==> src/rtl/fifo_wr_ctrl.sv <==
// rtl/fifo_wr_ctrl.sv - async FIFO write-side pointer controller
// Binary/Gray write pointers, fill level, almost-full and sticky overflow.
module fifo_wr_ctrl #(
  parameter int ADDR_WIDTH = 4,
  parameter int AF_THRESH  = 12
) (
  input  logic                  wr_clk,
  input  logic                  rst,
  input  logic                  wr_en,
  input  logic                  wr_full,
  input  logic [ADDR_WIDTH:0]   rd_ptr_gray_sync,
  input  logic                  clr_overflow,
  output logic [ADDR_WIDTH:0]   wr_ptr_gray_next,
  output logic [ADDR_WIDTH:0]   wr_ptr_gray,
  output logic [ADDR_WIDTH-1:0] wr_addr,
  output logic                  mem_wr_en,
  output logic [ADDR_WIDTH:0]   wr_level,
  output logic                  wr_almost_full,
  output logic                  wr_overflow
);

  localparam int PW = ADDR_WIDTH + 1;
  localparam logic [PW-1:0] AF_LVL = PW'(AF_THRESH);

  logic [PW-1:0] wr_bin;
  logic [PW-1:0] wr_bin_next;
  logic [PW-1:0] rd_bin;
  logic [PW-1:0] fill_next;
  logic          wr_inc;

  assign wr_inc           = wr_en & ~wr_full & ~rst;
  assign mem_wr_en        = wr_inc;
  assign wr_bin_next      = wr_bin + PW'(wr_inc);
  assign wr_ptr_gray_next = wr_bin_next ^ (wr_bin_next >> 1);
  assign wr_addr          = wr_bin[ADDR_WIDTH-1:0];

  // Each binary bit is the XOR of all Gray bits at or above it.
  always_comb begin
    rd_bin = '0;
    for (int i = 0; i < PW; i++) begin
      rd_bin[i] = ^(rd_ptr_gray_sync >> i);
    end
  end

  // Uses the post-write pointer against a lagging read pointer, so it can only over-report.
  assign fill_next = wr_bin_next - rd_bin;

  always_ff @(posedge wr_clk) begin
    if (rst) begin
      wr_bin         <= '0;
      wr_ptr_gray    <= '0;
      wr_level       <= '0;
      wr_almost_full <= 1'b0;
      wr_overflow    <= 1'b0;
    end else begin
      wr_bin         <= wr_bin_next;
      wr_ptr_gray    <= wr_ptr_gray_next;
      wr_level       <= fill_next;
      wr_almost_full <= (fill_next >= AF_LVL);
      if (wr_en && wr_full) begin
        wr_overflow <= 1'b1;
      end else if (clr_overflow) begin
        wr_overflow <= 1'b0;
      end
    end
  end

endmodule

==> config.mk <==
export PLATFORM = sky130hd
export DESIGN_NAME = fifo_wr_ctrl
export DESIGN_NICKNAME = d
export VERILOG_FILES = /design/src/rtl/fifo_wr_ctrl.sv
export SDC_FILE = /design/constraint.sdc
export NUM_CORES = 1
export LEC_CHECK = 0
export CORE_UTILIZATION = 38
export DETAILED_ROUTE_END_ITERATION = 6
export GPL_TIMING_DRIVEN = 0
export PLACE_DENSITY = 0.78
export SYNTH_ARGS = -nofsm -noshare
export SYNTH_HDL_FRONTEND = slang
export SYNTH_SLANG_ARGS = --single-unit
==> constraint.sdc <==
create_clock -name wr_clk -period 2.6 [get_ports wr_clk]
set_clock_uncertainty 0.05 [all_clocks]
set_input_delay 0.52 -clock wr_clk [delete_from_list [all_inputs] [get_ports wr_clk]]
set_output_delay 0.52 -clock wr_clk [all_outputs]
set_load 0.02 [all_outputs]
==> out/results.ini <==
[timing]
hold_viol_final = 0
fmax_mhz = 395
worstMarginPinSlew_ps = 342
max_slew_margin_pct = 77.2
slew_violations = 0
setup_viol = 0
finalCritPeriodShare_pct = 97.4
rsz0062_at_grt = true
fin_crit_ps = 2530
layout_setup_ws_ps = 67.4

[worst_hold_path]
min_path_type = in2reg

[yosys]
yosysSeqAreaShare_pct = 37.9
syn_nets = 98
async_flop_share_pct = 0
yosys.area.top_type_share_pct = 37.9
ys_types = 26
synth_top_family_by_area = XOR/XNOR gates
yosys.area_share.simple_pct = 16.1
synth_edf_count = 0
yosys.area_share.xor_xnor_pct = 25.4
synthMuxAreaShare_pct = 1.18
synthCells = 83
ys_seq_elements = 16
postSynthAreaPerCell_sq_um = 10.2
synth_fa_ha_area_share_pct = 7.40
synth-compound-area-share_pct = 7.10
ys_warn_count = 0
syn-cell-area_sq_um = 846
synth_flop_cell = dfxtp_1
synth_top_area_cell = dfxtp_1
synthTopCellsByArea = dfxtp_1 38%, xnor2_1 13%, ha_1 7.4%

[floorplan]
ios = 32
coreArea_sq_mm = 0.00202
row_count = 16
fp.dieH_microns = 49.2
start_util_pct = 41.8
die_area_sq_mm = 0.00242
fp.dieW_microns = 49.2

[clock_tree]
htree_levels = 1
clkLatencyLatePin_ps = 300
path_clk_slew_ps = 100
cts_tree = yes
numCtsBuffers = 3
cts.path.max_buffers = 2
cts_sinks = 16
cts_root_buffer = clkbuf_4
holdBufCountCts = 0

[place]
port_buffers = 31
dpl_cell_area_sq_mm = 0.00121
pre_cts_ws_ps = -1220
dpl.hpwl_microns = 1150
place.gp.congestion = 0.727

[layout]
fin_area_sq_mm = 0.00141
final_util_pct = 69.9
drive_gt1_share_pct = 32.6
final_common_cell = clkdlybuf4s50_1
fillers = 145
antenna_cells = 0
syn2layout_area_growth_pct = 67.0
nets = 145
layout_common_cells = 20 x clkdlybuf4s50_1, 16 x dfxtp_1, 12 x buf_4, 10 x nor2_1, 9 x xnor2_1

[run]
maxCapViolCount = 0

[pwr]
power_density_mw_per_mm2 = 491
finalPower_mw = 0.693
p_leak_nw = 0.597
vdd_drop_max_mv = 0.357

[drt]
drt_pass1_iterations = 4
drtIter0Drc = 4
wirelength_microns = 2020
wl_per_cell_microns = 12.9
route.detailed.drc = 0
antenna_left = 0
vias = 722
avgViaCountPerCell = 4.63

[setup_path]
arrival_ps = 1960
cp-start-kind = primary input
critPathRequiredTime_ps = 2030
cp_max_fo = 8
cp-end-kind = output pin
rrSetupSlack_ps = 460
worst-setup-path-type = in2out

[run_status]
status = finished clean

[global_route]
grt_start_max_net_pins = 11
grt_pass1_wl_microns = 3310
grt_pass1_vias = 734
grt_usage_pct = 18.6
antenna_found_initial = 0
grt.overflow.total = 0

[cell usage after synthesis (all sizes together), types with 2 or more instances]
library cell,count
a21oi,3
buf,2
dfxtp,16
ha,5
inv,6
nand2,2
nand2b,2
nand3,3
nor2,10
nor2b,5
o22ai,2
xnor2,13
xor2,6
[kinds of logic (layout without fill, tap and decap cells)]
logic type      count (synthesis)  count (layout)
flops                          16              16
xor+xnor                       20              20
buf+inv                         8              54
compound gates                  7               7
mux                             1               1
simple gates                   26              26
fa+ha+maj                       5               5
[state kept, by name, indices dropped and copies added, names as in the netlist]
register	cells
wr_almost_full	1
wr_bin	4
wr_overflow	1
wr_level	5
wr_ptr_gray	5
[worst max-delay path, cell delays in order]
cell and delay [ps]:
buf_12 120, nor3b_4 210, ha_2 240, nand3_2 130, xor2_4 250, buf_4 190
xor2_2 160, buf_6 140
[metrics by stage]
step                      setup TNS [ps]  std cells  hold slack [ps]
after floorplan                    -17.6         83              494
after global placement             -8380        141              412
after detailed placement           -8410        141              427
after CTS                              0        154              421
after global routing               -25.2        156              343
final                                  0        156              351
[area by class of cell]
cell class	count	area (sq um)	share of cell area (%)
Clock buffer	4	36.3	2.57
Inverter	6	22.5	1.59
Buffer	2	18.8	1.33
Timing Repair Buffer	42	387	27.4
Sequential cell	16	320	22.7
Tap cell	27	33.8	2.39
Multi-Input combinational cell	59	594	42.1
[worst paths after layout]
path / endpoint / from / cells past startpoint
max: wr_ptr_gray_next[3] / rst / 8
max reg2reg: wr_almost_full / wr_bin[0] / 10
min reg2reg: wr_overflow / wr_overflow / 2
min: wr_ptr_gray[0] / rst / 2
[layer usage]
layer	track usage [%]	vias to the layer above	share of wire, %
li1	-	354	-
met1	20.5	336	38
met2	32.6	30	55
met3	5.92	2	6.3
met4	7.35	0	0.55
met5	0	-	0
[timing repair]
| action | CTS | global route |
|---|---|---|
| gates resized for setup | 39 | 12 |
| setup buffers | 9 | 2 |
| endpoints found under the setup margin | 10 | 5 |
| gates cloned | 0 | 0 |
| pin swaps | 9 | 5 |
[report_power, final]
| part | switching (mW) | leakage (nW) | internal, mW |
|---|---|---|---|
| logic | 0.116 | 0.445 | 0.137 |
| registers | 0.00666 | 0.131 | 0.268 |
| clock network | 0.0808 | 0.0210 | 0.0854 |
| total | 0.203 | 0.597 | 0.490 |
Note: power is estimated with default switching activity, not from simulation.
